<file path="config.mk">
export PLATFORM = sky130hd
export DESIGN_NAME = if_fetch_unit
export DESIGN_NICKNAME = d
export VERILOG_FILES = /design/src/rtl/rv32_pkg.sv /design/src/rtl/if_hold_buf.sv /design/src/rtl/if_fetch_unit.sv
export SDC_FILE = /design/constraint.sdc
export NUM_CORES = 1
export LEC_CHECK = 0
export ABC_AREA = 0
export CELL_PAD_IN_SITES_DETAIL_PLACEMENT = 1
export CELL_PAD_IN_SITES_GLOBAL_PLACEMENT = 1
export CORE_MARGIN = 2
export CORE_UTILIZATION = 38
export DETAILED_ROUTE_END_ITERATION = 7
export HOLD_SLACK_MARGIN = 0.05
export MAX_ROUTING_LAYER = met4
export PLACE_DENSITY = 0.95
export SLEW_MARGIN = 30
export SYNTH_ARGS = -nofsm -noshare
export SYNTH_HDL_FRONTEND = slang
export SYNTH_SLANG_ARGS = --single-unit
</file>
<file path="constraint.sdc">
create_clock -name clk_i -period 7.59 [get_ports clk_i]
set_input_delay 1.1385 -clock clk_i [delete_from_list [all_inputs] [get_ports clk_i]]
set_output_delay 1.1385 -clock clk_i [all_outputs]
set_load 0.01 [all_outputs]
</file>
<file path="src/rtl/rv32_pkg.sv">
// Shared RV32 front-end definitions: data width, reset/bubble constants,
// the fetch state encoding and a word-alignment helper.
package rv32_pkg;

  localparam int XLEN = 32;

  // Default first fetch address and bubble instruction (addi x0,x0,0).
  localparam logic [XLEN-1:0] RESET_PC_DEFAULT  = 32'h0000_0000;
  localparam logic [XLEN-1:0] NOP_INSTR_DEFAULT = 32'h0000_0013;

  // Fetch controller states.
  //   BOOT  : one idle cycle after reset before the first request
  //   FETCH : request presented, waiting for a grant
  //   WAIT  : request granted, waiting for its response
  //   HOLD  : a returned instruction is parked while the pipe is stalled
  typedef enum logic [1:0] {
    BOOT  = 2'd0,
    FETCH = 2'd1,
    WAIT  = 2'd2,
    HOLD  = 2'd3
  } fetch_state_e;

  // Clear the byte-offset bits so an address always names a whole word.
  function automatic logic [XLEN-1:0] align_word(input logic [XLEN-1:0] addr);
    return addr & ~(32'd3);
  endfunction

endpackage

</file>
<file path="src/rtl/if_hold_buf.sv">
// One-entry instruction/PC hold register. Parks a returned instruction while
// the decode stage is stalled; emptied either by release (normal hand-off)
// or by clear (instruction squashed by a redirect).
module if_hold_buf
  import rv32_pkg::*;
#(
  parameter logic [XLEN-1:0] RESET_PC  = RESET_PC_DEFAULT,
  parameter logic [XLEN-1:0] NOP_INSTR = NOP_INSTR_DEFAULT
) (
  input  logic            clk_i,
  input  logic            rst_ni,
  input  logic            capture,
  input  logic            drain,
  input  logic            clear,
  input  logic [XLEN-1:0] instr_in,
  input  logic [XLEN-1:0] pc_in,
  output logic [XLEN-1:0] instr,
  output logic [XLEN-1:0] pc,
  output logic            full
);

  logic [XLEN-1:0] instr_reg;
  logic [XLEN-1:0] pc_reg;
  logic            full_reg;

  // Capture on request; drain/clear empty the entry and restore the bubble.
  always_ff @(posedge clk_i) begin
    if (!rst_ni) begin
      instr_reg <= NOP_INSTR;
      pc_reg    <= RESET_PC;
      full_reg  <= 1'b0;
    end else if (clear || drain) begin
      instr_reg <= NOP_INSTR;
      full_reg  <= 1'b0;
    end else if (capture) begin
      instr_reg <= instr_in;
      pc_reg    <= pc_in;
      full_reg  <= 1'b1;
    end
  end

  assign instr = instr_reg;
  assign pc    = pc_reg;
  assign full  = full_reg;

endmodule

</file>
<file path="src/rtl/if_fetch_unit.sv">
// RV32 instruction-fetch stage. Owns the fetch PC, drives a single-outstanding
// req/gnt/rvalid instruction-memory port and presents pc_f/instr_f/pc_next_f
// to the IF/ID register. Honours stall_f and execute-stage redirects, dropping
// any response that was in flight when a redirect arrived.
//
// Build option IF_MISALIGN_TRAP_EN: adds misalign_o. A redirect to a
// non-word-aligned target then parks the fetch unit (no requests, valid_f=0,
// pc_f shows the faulting target) until the next redirect or reset. Without
// the option the target is silently aligned down to a word boundary.
module if_fetch_unit
  import rv32_pkg::*;
#(
  parameter logic [XLEN-1:0] RESET_PC  = RESET_PC_DEFAULT,
  parameter logic [XLEN-1:0] NOP_INSTR = NOP_INSTR_DEFAULT
) (
  input  logic        clk_i,
  input  logic        rst_ni,
  input  logic        stall_f,
  input  logic        pc_src_e,
  input  logic [31:0] pc_target_e,
  output logic        imem_req_o,
  output logic [31:0] imem_addr_o,
  input  logic        imem_gnt_i,
  input  logic        imem_rvalid_i,
  input  logic [31:0] imem_rdata_i,
  output logic [31:0] pc_f,
  output logic [31:0] instr_f,
  output logic [31:0] pc_next_f,
  output logic        valid_f
`ifdef IF_MISALIGN_TRAP_EN
  ,
  output logic        misalign_o
`endif
);

  fetch_state_e    state_reg, state_next;
  logic [XLEN-1:0] fetch_pc_reg, fetch_pc_next;
  logic            discard_reg, discard_next;

  logic [XLEN-1:0] pc_plus4;
  logic [XLEN-1:0] redirect_pc;
  logic            fetch_block;

  logic            issue;
  logic [XLEN-1:0] issue_addr;

  logic            hold_capture;
  logic            hold_drain;
  logic            hold_clear;
  logic [XLEN-1:0] hold_instr;
  logic [XLEN-1:0] hold_pc;
  logic            hold_full;

  // Sequential PC increment; wraps silently at the top of the address space.
  assign pc_plus4 = fetch_pc_reg + 32'd4;

`ifdef IF_MISALIGN_TRAP_EN
  logic misalign_reg, misalign_next;
  logic target_misaligned;

  assign target_misaligned = |pc_target_e[1:0];
  // A faulting target is latched unaligned so pc_f reports it verbatim.
  assign redirect_pc       = target_misaligned ? pc_target_e : align_word(pc_target_e);
  // A redirect decides the blocking this cycle; otherwise the sticky flag does.
  assign fetch_block       = pc_src_e ? target_misaligned : misalign_reg;
  assign misalign_next     = pc_src_e ? target_misaligned : misalign_reg;
  assign misalign_o        = misalign_reg;

  // Sticky misalignment flag, cleared by any later aligned redirect or reset.
  always_ff @(posedge clk_i) begin
    if (!rst_ni) begin
      misalign_reg <= 1'b0;
    end else begin
      misalign_reg <= misalign_next;
    end
  end
`else
  assign redirect_pc = align_word(pc_target_e);
  assign fetch_block = 1'b0;
`endif

  // Parked instruction for stalled response cycles.
  if_hold_buf #(
    .RESET_PC  (RESET_PC),
    .NOP_INSTR (NOP_INSTR)
  ) u_hold_buf (
    .clk_i    (clk_i),
    .rst_ni   (rst_ni),
    .capture  (hold_capture),
    .drain    (hold_drain),
    .clear    (hold_clear),
    .instr_in (imem_rdata_i),
    .pc_in    (fetch_pc_reg),
    .instr    (hold_instr),
    .pc       (hold_pc),
    .full     (hold_full)
  );

  // Next-state, memory request and IF/ID outputs. The response path is
  // forwarded combinationally so zero-wait memory sustains one instr/cycle.
  always_comb begin
    state_next    = state_reg;
    fetch_pc_next = fetch_pc_reg;
    discard_next  = discard_reg;
    issue         = 1'b0;
    issue_addr    = fetch_pc_reg;
    hold_capture  = 1'b0;
    hold_drain    = 1'b0;
    hold_clear    = 1'b0;
    valid_f       = 1'b0;
    instr_f       = NOP_INSTR;
    pc_f          = fetch_pc_reg;
    imem_req_o    = 1'b0;
    imem_addr_o   = align_word(fetch_pc_reg);

    unique case (state_reg)
      BOOT: begin
        state_next = FETCH;
      end

      FETCH: begin
        // A redirect here retargets the request that is already on the bus.
        issue = 1'b1;
        if (pc_src_e) begin
          fetch_pc_next = redirect_pc;
          issue_addr    = redirect_pc;
        end
      end

      WAIT: begin
        if (pc_src_e) begin
          fetch_pc_next = redirect_pc;
          if (imem_rvalid_i) begin
            // The in-flight response is here now: drop it and refetch.
            discard_next = 1'b0;
            state_next   = FETCH;
          end else begin
            // Response still pending: drop it when it eventually shows up.
            discard_next = 1'b1;
          end
        end else if (imem_rvalid_i) begin
          if (discard_reg) begin
            discard_next = 1'b0;
            state_next   = FETCH;
          end else begin
            valid_f = 1'b1;
            instr_f = imem_rdata_i;
            if (stall_f) begin
              hold_capture = 1'b1;
              state_next   = HOLD;
            end else begin
              fetch_pc_next = pc_plus4;
              issue         = 1'b1;
              issue_addr    = pc_plus4;
            end
          end
        end
      end

      HOLD: begin
        if (pc_src_e) begin
          // Redirect beats stall: the parked instruction is squashed.
          fetch_pc_next = redirect_pc;
          hold_clear    = 1'b1;
          state_next    = FETCH;
        end else begin
          valid_f = hold_full;
          instr_f = hold_instr;
          pc_f    = hold_pc;
          if (!stall_f) begin
            hold_drain    = 1'b1;
            fetch_pc_next = pc_plus4;
            issue         = 1'b1;
            issue_addr    = pc_plus4;
          end
        end
      end

      default: begin
        state_next = BOOT;
      end
    endcase

    // Common request launch: a grant means the response is now outstanding.
    if (issue) begin
      if (fetch_block) begin
        state_next = FETCH;
      end else begin
        imem_req_o  = 1'b1;
        imem_addr_o = align_word(issue_addr);
        state_next  = imem_gnt_i ? WAIT : FETCH;
      end
    end
  end

  assign pc_next_f = pc_f + 32'd4;

  // Controller state, fetch PC and stale-response flag.
  always_ff @(posedge clk_i) begin
    if (!rst_ni) begin
      state_reg    <= BOOT;
      fetch_pc_reg <= RESET_PC;
      discard_reg  <= 1'b0;
    end else begin
      state_reg    <= state_next;
      fetch_pc_reg <= fetch_pc_next;
      discard_reg  <= discard_next;
    end
  end

endmodule
</file>
==> run summary, run 1 <==
# fillers: 2547
Layout cells sized above 1: 0.06628
Syn avg cell area: 7.161 um^2
GR Util met3: 0.03758
WL final: 32730 um
Vias per inst: 6.278
PostCTS Resize Cnt: 0
Fin crit period: 5.593 ns
TritonCTS clock tree: built
Initial core utilization: 0.3859
First-pass GRT wire length: 50760 um
Number of buffers created by CTS: 9
Vias: 9272
Post-synth EDFFs: 0
Avg WL per Cell: 22.16 um
Area growth syn-to-layout: 28.03%
Register area share after synthesis: 0.2572
Die Wd: 147.1 um
Source of the worst hold timing path: u_hold_buf.instr[7]
Remaining DRCs: 0
Reg-to-reg critical path startpoint: state_reg[1]
Worst min path class: flop to flop
Yosys warnings: 0
Initial antenna violation count: 0
FMAX: 0.1788 GHz
Critical Path AT: 4.45 ns
Hold Crit Depth: 2
Status: completed
Nets: 1274
Crit. End Element: primary output
Worst path required time: 6.45 ns
Clock Skew: 0.01031 ns
GPL Wtd Cong: 0.9634
ANT cells: 0
Maxcap violations: 0
Cells after Synth: 1087
Total leakage power: 3.502 nW
Most frequent cells in the layout: nand2_1 (225), clkdlybuf4s50_1 (194), a21oi_1 (110), dfxtp_1 (99), nor2_1 (57)
GRT Overall Usage: 0.3001
Routed Antenna Nets: 0
CTS root buf: clkbuf_16
R2R Setup Slk: 3.92 ns
WHS Endpoint: u_hold_buf.instr[7]
Remaining global-route overflow: 0
R2R cell count: 7
Crit Path Category: input port to primary output
Clk slew on worst S/H paths: 0.08 ns
RSZ-0062 raised after global routing: no
Hold-fix buffers at CTS: 0
Met1 Use GR: 0.3781
Row cnt: 52
Fin crit share: 0.7369
Final setup fails: 0
Core Region: 20170 um^2
1st-pass router iterations: 5
TNS Setup: 0 ns
Maximum vdd drop: 0.1130 mV
Final Hold Viols: 0
Met2 Use GR: 0.4841
Ys async rst share: 0
Setup Fix Bufs, Post-CTS: 0
CTS Sinks: 100
Max clock buf depth: 2
Die H: 147.1 um
Largest net degree at the start of global routing: 65
Post-DP HPWL: 22770 um
Synth Cell Area: 7784 um^2
Input/output buffers: 195
Busiest grt layer: met2
Pwr/cell area: 161.3 nW/um^2
Commonest non-fill, non-tap cell in the layout: nand2_1
Vias in the first global route: 9094
Iteration-0 DRC Markers: 889
Seq cells post-synth: 100
Final Slew Violations: 0
Worst R2R End: u_hold_buf.pc[17]
Worst-Skew Late Latency: 0.37 ns
Worst-path maximum fanout: 41
Startpoint Class: input port
Worst-Margin Slew: 1.109 ns
Post-route cell area: 9966 um^2
Synth Flop Type: dfxtp_1
Max H-tree Level: 3
Ports: 200
Relative slew slack: 0.2582
Die Area: 21640 um^2
Post-Place Cell Area: 9664 um^2
Synth unique cells: 95
==> metal layers <==
layer,part of all wire,vias to the layer above
li1,-,4173
met1,0.40,4510
met2,0.48,489
met3,0.078,100
met4,0.039,0
met5,0,-
==> where the power goes <==
| part | switching [W] | internal, W |
|---|---|---|
| Combinational | 0.000285 | 0.000235 |
| Clock | 0.000251 | 0.000236 |
| Sequential | 0.0000554 | 0.000544 |
==> cell families after synthesis <==
logic type      after synthesis  synth area share
mux                          26           0.03488
buf+inv                     136           0.08439
flops                       100            0.2572
compound gates              347            0.3054
xor+xnor                     35           0.03938
simple gates                440            0.2750
other cells                   1         0.0004818
fa+ha+maj                     2          0.003214
==> area by class of cell <==
cell class	instances	area (um^2)	area share
Multi-Input combinational cell	852	5157	0.5175
Timing Repair Buffer	210	2057	0.2064
Sequential cell	100	2003	0.2010
Tap cell	270	337.8	0.03390
Clock buffer	9	225.2	0.02260
Inverter	29	108.9	0.01092
Clock inverter	7	76.32	0.007659
==> synthesized netlist by cell type (11+ instances only) <==
cell type,instances,area share
nand2_1,226,0.11
a21oi_1,110,0.071
dfxtp_1,100,0.26
nor2_1,58,0.028
clkbuf_1,51,0.025
o21ai_0,47,0.030
a22o_1,33,0.037
nor3_1,33,0.021
buf_2,30,0.019
nand3_1,27,0.017
inv_1,25,0.012
o22ai_1,19,0.015
xnor2_1,18,0.020
mux2i_1,17,0.022
xor2_1,17,0.019
a211oi_1,14,0.014
a31oi_1,13,0.010
buf_4,13,0.013
and3_1,12,0.0096
nor4_1,11,0.0088
==> worst max-delay path by stage <==
| stage | from | to | slack, ns |
|---|---|---|---|
| 2_1_floorplan | pc_src_e | pc_next_f[28] | 3.15 |
| 3_3_place_gp | pc_src_e | imem_addr_o[5] | 2.21 |
| 3_5_place_dp | pc_src_e | imem_addr_o[2] | 2.16 |
| 4_1_cts | pc_src_e | imem_addr_o[2] | 2.14 |
| 5_1_grt | pc_src_e | imem_addr_o[2] | 1.95 |
| 6_report | pc_src_e | imem_addr_o[2] | 2.00 |
==> stage by stage <==
| step | util | cells | power [W] | setup WS [ns] | hold slack (ns) |
|---|---|---|---|---|---|
| CTS | 0.4941 | 1477 | 0.001600 | 2.143 | 0.4624 |
| detailed placement | 0.4792 | 1461 | 0.001118 | 2.157 | 0.4511 |
| global placement | 0.4789 | 1460 | 0.001100 | 2.212 | 0.4395 |
| global route | 0.4941 | 1477 | 0.001664 | 1.950 | 0.4827 |
| finish | 0.4941 | 1477 | 0.001607 | 1.997 | 0.4610 |
| floorplan | - | 1088 | 0.0008619 | 3.154 | 0.4338 |
==> worst max-delay path, stage by stage <==
cell             delay (ns)
buf_2                  0.66
o21ai_0                0.34
o21ai_1                0.16
buf_4                  0.32
inv_2                  0.27
nand2_1                0.42
o22ai_1                0.15
a21oi_1                0.33
clkdlybuf4s50_1        0.62
No activity file was read; power rests on OpenSTA's default activity.
==> run 2: changes to the inputs <==
- CORE_UTILIZATION: 38 -> 32
- PLACE_DENSITY: 0.95 -> 0.89
- clock period: 7.59 -> 4.7 ns (I/O delays scaled with it)
==> run summary, run 2 (synthesis results as in run 1) <==
Final setup fails: 0
Worst-path maximum fanout: 18
First-pass GRT wire length: 51960 um
Vias in the first global route: 9459
Source of the worst hold timing path: u_hold_buf.instr[12]
Commonest non-fill, non-tap cell in the layout: nand2_1
Nets: 1295
CP dominant cell by count: clkdlybuf4s50_1
Maximum vdd drop: 0.1642 mV
Number of buffers created by CTS: 9
Crit Path Category: input port to primary output
Status: completed
Worst min path class: flop to flop
Initial antenna violation count: 3
Total leakage power: 3.624 nW
Hold Crit Depth: 2
WL final: 33420 um
CTS Sinks: 100
Pwr/cell area: 257.0 nW/um^2
Routed Antenna Nets: 0
Reg-to-reg critical path startpoint: state_reg[1]
Maxcap violations: 0
Max clock buf depth: 2
PostCTS Resize Cnt: 0
Largest stage delay, worst path: 0.61 ns
R2R Setup Slk: 1.91 ns
CP Cell Sequence: clkdlybuf4s50_1, o21ai_0, buf_4, o21ai_1, inv_2, nand2_1, o22ai_1, a21oi_1, clkdlybuf4s50_1
Final Hold Viols: 0
Ports: 200
Worst R2R End: fetch_pc_reg[9]
1st-pass router iterations: 5
Initial core utilization: 0.3229
Vias: 9330
Vias per inst: 6.000
Largest net degree at the start of global routing: 87
Clock Skew: 0.01427 ns
Hold-fix buffers at CTS: 0
TritonCTS clock tree: built
Fin crit period: 4.314 ns
Critical Path AT: 3.61 ns
Worst path required time: 3.99 ns
Remaining global-route overflow: 0
Max H-tree Level: 3
Input/output buffers: 195
Avg WL per Cell: 21.49 um
Crit path max-delay cell type: clkdlybuf4s50_1
GPL Wtd Cong: 0.9540
Die H: 160.0 um
Clk slew on worst S/H paths: 0.09 ns
Area growth syn-to-layout: 31.67%
WHS Endpoint: u_hold_buf.instr[12]
FMAX: 0.2318 GHz
Post-DP HPWL: 23740 um
R2R cell count: 7
Die Area: 25590 um^2
GRT Overall Usage: 0.2605
Startpoint Class: input port
Row cnt: 57
Worst-Margin Slew: 0.9082 ns
Setup ws final: 0.3855 ns
Remaining DRCs: 0
Iteration-0 DRC Markers: 851
Die Wd: 160.0 um
Setup Fix Bufs, Post-CTS: 0
CTS root buf: clkbuf_16
DP Worst Slack: 0.4234 ns
TNS Setup: 0 ns
Fin crit share: 0.9180
Relative slew slack: 0.3926
Layout cells sized above 1: 0.08143
Worst-Skew Late Latency: 0.37 ns
Final Slew Violations: 0
RSZ-0062 raised after global routing: no
Core Region: 24110 um^2
Most frequent cells in the layout: nand2_1 (225), clkdlybuf4s50_1 (194), a21oi_1 (110), dfxtp_1 (99), nor2_1 (57)
Crit. End Element: primary output
[run 2: layout make-up]
type                            count  area [um^2]
Sequential cell                   100         2003
Antenna cell                        3        7.507
Timing Repair Buffer              231         2252
Fill cell                        3014        13860
Inverter                           29        108.9
Tap cell                          324        405.4
Clock inverter                      7        88.84
Clock buffer                        9        225.2
Multi-Input combinational cell    852         5157
[run 2: report_power, final]
part           internal [W]  total (W)  switching [W]
Combinational      0.000397   0.000870       0.000474
Clock              0.000385   0.000799       0.000415
Sequential         0.000878   0.000964      0.0000861
Total               0.00166    0.00263       0.000974
[run 2: critical path, delay by kind of cell]
family | cells | cell delay [ns]
AO/OA/AOI/OAI | 4 | 0.78
buffers and inverters | 4 | 1.64
AND/OR/NAND/NOR | 1 | 0.46
[run 2: how the worst max path moves through the flow]
| stage | slack [ns] | depth (start not counted) | end | from |
|---|---|---|---|---|
| after CTS | 0.42 | 7 | imem_addr_o[26] | stall_f |
| after global routing | 0.21 | 7 | imem_addr_o[26] | stall_f |
| final | 0.39 | 9 | imem_addr_o[2] | stall_f |
| after floorplan | 1.13 | 11 | pc_next_f[28] | pc_src_e |
| after global placement | 0.46 | 7 | imem_addr_o[26] | stall_f |
| after detailed placement | 0.42 | 7 | imem_addr_o[26] | stall_f |
[run 2: routing by layer]
layer / vias up / routed length (um) / global-route usage
li1: 4216 / - / -
met1: 4555 / 13740 / 0.3206
met2: 447 / 15560 / 0.4118
met3: 112 / 2770 / 0.05273
met4: 0 / 1345 / 0.1188
met5: - / 0 / -
[run 2: per-stage QoR]
step           std cells  area (um^2)    util  hold slack [ns]  power, W
4_1_cts             1552        10240  0.4248           0.4632  0.002632
3_5_place_dp        1536         9927  0.4118           0.4509  0.001834
5_1_grt             1555        10250  0.4252           0.4739  0.002737
6_report            1555        10250  0.4252           0.4594  0.002634
2_1_floorplan       1088         7787       -           0.4338  0.001392
3_3_place_gp        1535         9922  0.4116           0.4403  0.001806
==> run 3: changes to the inputs <==
- CORE_ASPECT_RATIO: unset -> 0.6
- SKIP_LAST_GASP: unset -> 1
==> run summary, run 3 (synthesis results as in run 1) <==
Status: completed
Multi-input logic area: 5157 um^2
Fin crit share: 0.9486
Hold-fix buffers at CTS: 0
Maximum vdd drop: 0.1304 mV
Worst R2R End: u_hold_buf.instr[11]
Ports: 200
# fillers: 2973
Area growth syn-to-layout: 32.41%
TNS Setup: 0 ns
Largest stage delay, worst path: 0.63 ns
Initial core utilization: 0.3235
Pwr/cell area: 262.8 nW/um^2
CP Cell Sequence: clkdlybuf4s50_1, and4b_1, o2111ai_4, buf_4, nor2_1, a211oi_1, nor3_1, clkdlybuf4s50_1
Non-filler instance count after layout: 1556
Comb pwr share: 0.325
ANT cells: 0
Hold Crit Depth: 2
R2R cell count: 8
GPL Wtd Cong: 0.9514
Vias per inst: 6.014
PostCTS Resize Cnt: 0
Vias: 9358
Max H-tree Level: 3
1st-pass router iterations: 5
Die Area: 25630 um^2
Worst Hold Slack: 0.4571 ns
Worst-Margin Slew: 0.9055 ns
Input/output buffers: 195
Worst-Skew Late Latency: 0.36 ns
Switching Share: 0.3480
Critical Path AT: 3.75 ns
Clock Skew: 0.01470 ns
Core Region: 24060 um^2
Worst min path class: flop to flop
TritonCTS clock tree: built
Reg power frac: 0.356
Post-DP HPWL: 25590 um
Remaining DRCs: 0
Layout Utilization: 0.4284
Final Hold Viols: 0
WL final: 34690 um
Net Sw Power: 0.0009428 W
FMAX: 0.2243 GHz
Total leakage power: 3.659 nW
Largest net degree at the start of global routing: 76
Crit Path Category: input port to primary output
RSZ-0062 raised after global routing: no
Layout cells sized above 1: 0.08590
Initial antenna violation count: 0
Crit path from: stall_f
GRT Overall Usage: 0.2747
CTS root buf: clkbuf_16
Final setup fails: 0
Pint: 0.001766 W
Startpoint Class: input port
Relative slew slack: 0.3941
Routed Antenna Nets: 0
Avg WL per Cell: 22.29 um
Number of buffers created by CTS: 9
Reg-to-reg critical path startpoint: state_reg[1]
CP dominant cell by count: clkdlybuf4s50_1
Most frequent cells in the layout: nand2_1 (225), clkdlybuf4s50_1 (194), a21oi_1 (110), dfxtp_1 (99), nor2_1 (57)
Remaining global-route overflow: 0
R2R Setup Slk: 1.72 ns
Clock power frac: 0.319
Commonest non-fill, non-tap cell in the layout: nand2_1
Row cnt: 44
Nets: 1301
Crit path max-delay cell type: clkdlybuf4s50_1
Worst-path maximum fanout: 8
Clk slew on worst S/H paths: 0.07 ns
Crit. End Element: primary output
Setup Fix Bufs, Post-CTS: 0
Placed cell count: 1540
Maxcap violations: 0
Final Slew Violations: 0
Crit path max-delay family: buffers and inverters
Worst path required time: 3.99 ns
Iteration-0 DRC Markers: 808
First-pass GRT wire length: 53670 um
Die H: 124.8 um
Source of the worst hold timing path: u_hold_buf.instr[29]
WHS Endpoint: u_hold_buf.instr[29]
Die Wd: 205.3 um
Register area: 2003 um^2
Vias in the first global route: 9253
Max clock buf depth: 2
WP buf/inv: 3
Fin crit period: 4.459 ns
CTS Sinks: 100
-- run 3: cell count changes in the layout (fill, tap and decap cells not counted) --
cell and delta:
diode_2 -3, bufinv_16 +2, buf_2 -1, buf_4 +7, clkinv_8 -3, clkinvlp_4 +2, clkbuf_8 +1, inv_8 -1
clkinv_4 -1
-- run 3: worst register-to-register path: cells and delay by family (launching register included) --
kind	cells	cell delay, ns
AND/OR/NAND/NOR	4	1.09
buffers and inverters	3	1.01
flip-flops	1	0.69
AO/OA/AOI/OAI	1	0.07
-- run 3: stage by stage --
stage                     cell area, um^2  worst slack (ns)  power (W)
after detailed placement             9972            0.3792   0.001843
after CTS                           10310            0.3605   0.002698
after global placement               9972            0.4165   0.001818
after global routing                10310            0.1368   0.002809
after floorplan                      7787             1.131   0.001392
final                               10310            0.2414   0.002709
-- run 3: per-layer routing --
metal	routed length (um)	GRT usage
met1	15980	0.3896
met2	14860	0.4030
met3	3332	0.05782
met4	515	0.04824
met5	0	-
-- run 3: worst max-delay path by stage --
stage,endpoint,slack (ns),cells after the start
after floorplan,pc_next_f[28],1.13,11
after global placement,imem_addr_o[13],0.42,8
after detailed placement,imem_addr_o[17],0.38,8
after CTS,imem_addr_o[13],0.36,8
after global routing,imem_addr_o[30],0.14,8
final,imem_addr_o[30],0.24,8
-- run 3: power by group through the flow --
stage / sequential [W] / combinational, W / clock (W)
2_1_floorplan: 0.000917 / 0.000475 / 0
3_3_place_gp: 0.000975 / 0.000842 / 0
3_5_place_dp: 0.000979 / 0.000864 / 0
4_1_cts: 0.000960 / 0.000869 / 0.000869
5_1_grt: 0.000970 / 0.000938 / 0.000902
6_report: 0.000965 / 0.000881 / 0.000863
-- run 3: cell type report --
cell class / count / share of cell area
clock buffers: 10 / 0.02319
repair buffers: 237 / 0.2231
inverters: 29 / 0.01056
multi-input cells: 852 / 0.5004
flip-flops and latches: 100 / 0.1944
well taps: 322 / 0.03909
clock inverters: 6 / 0.009227
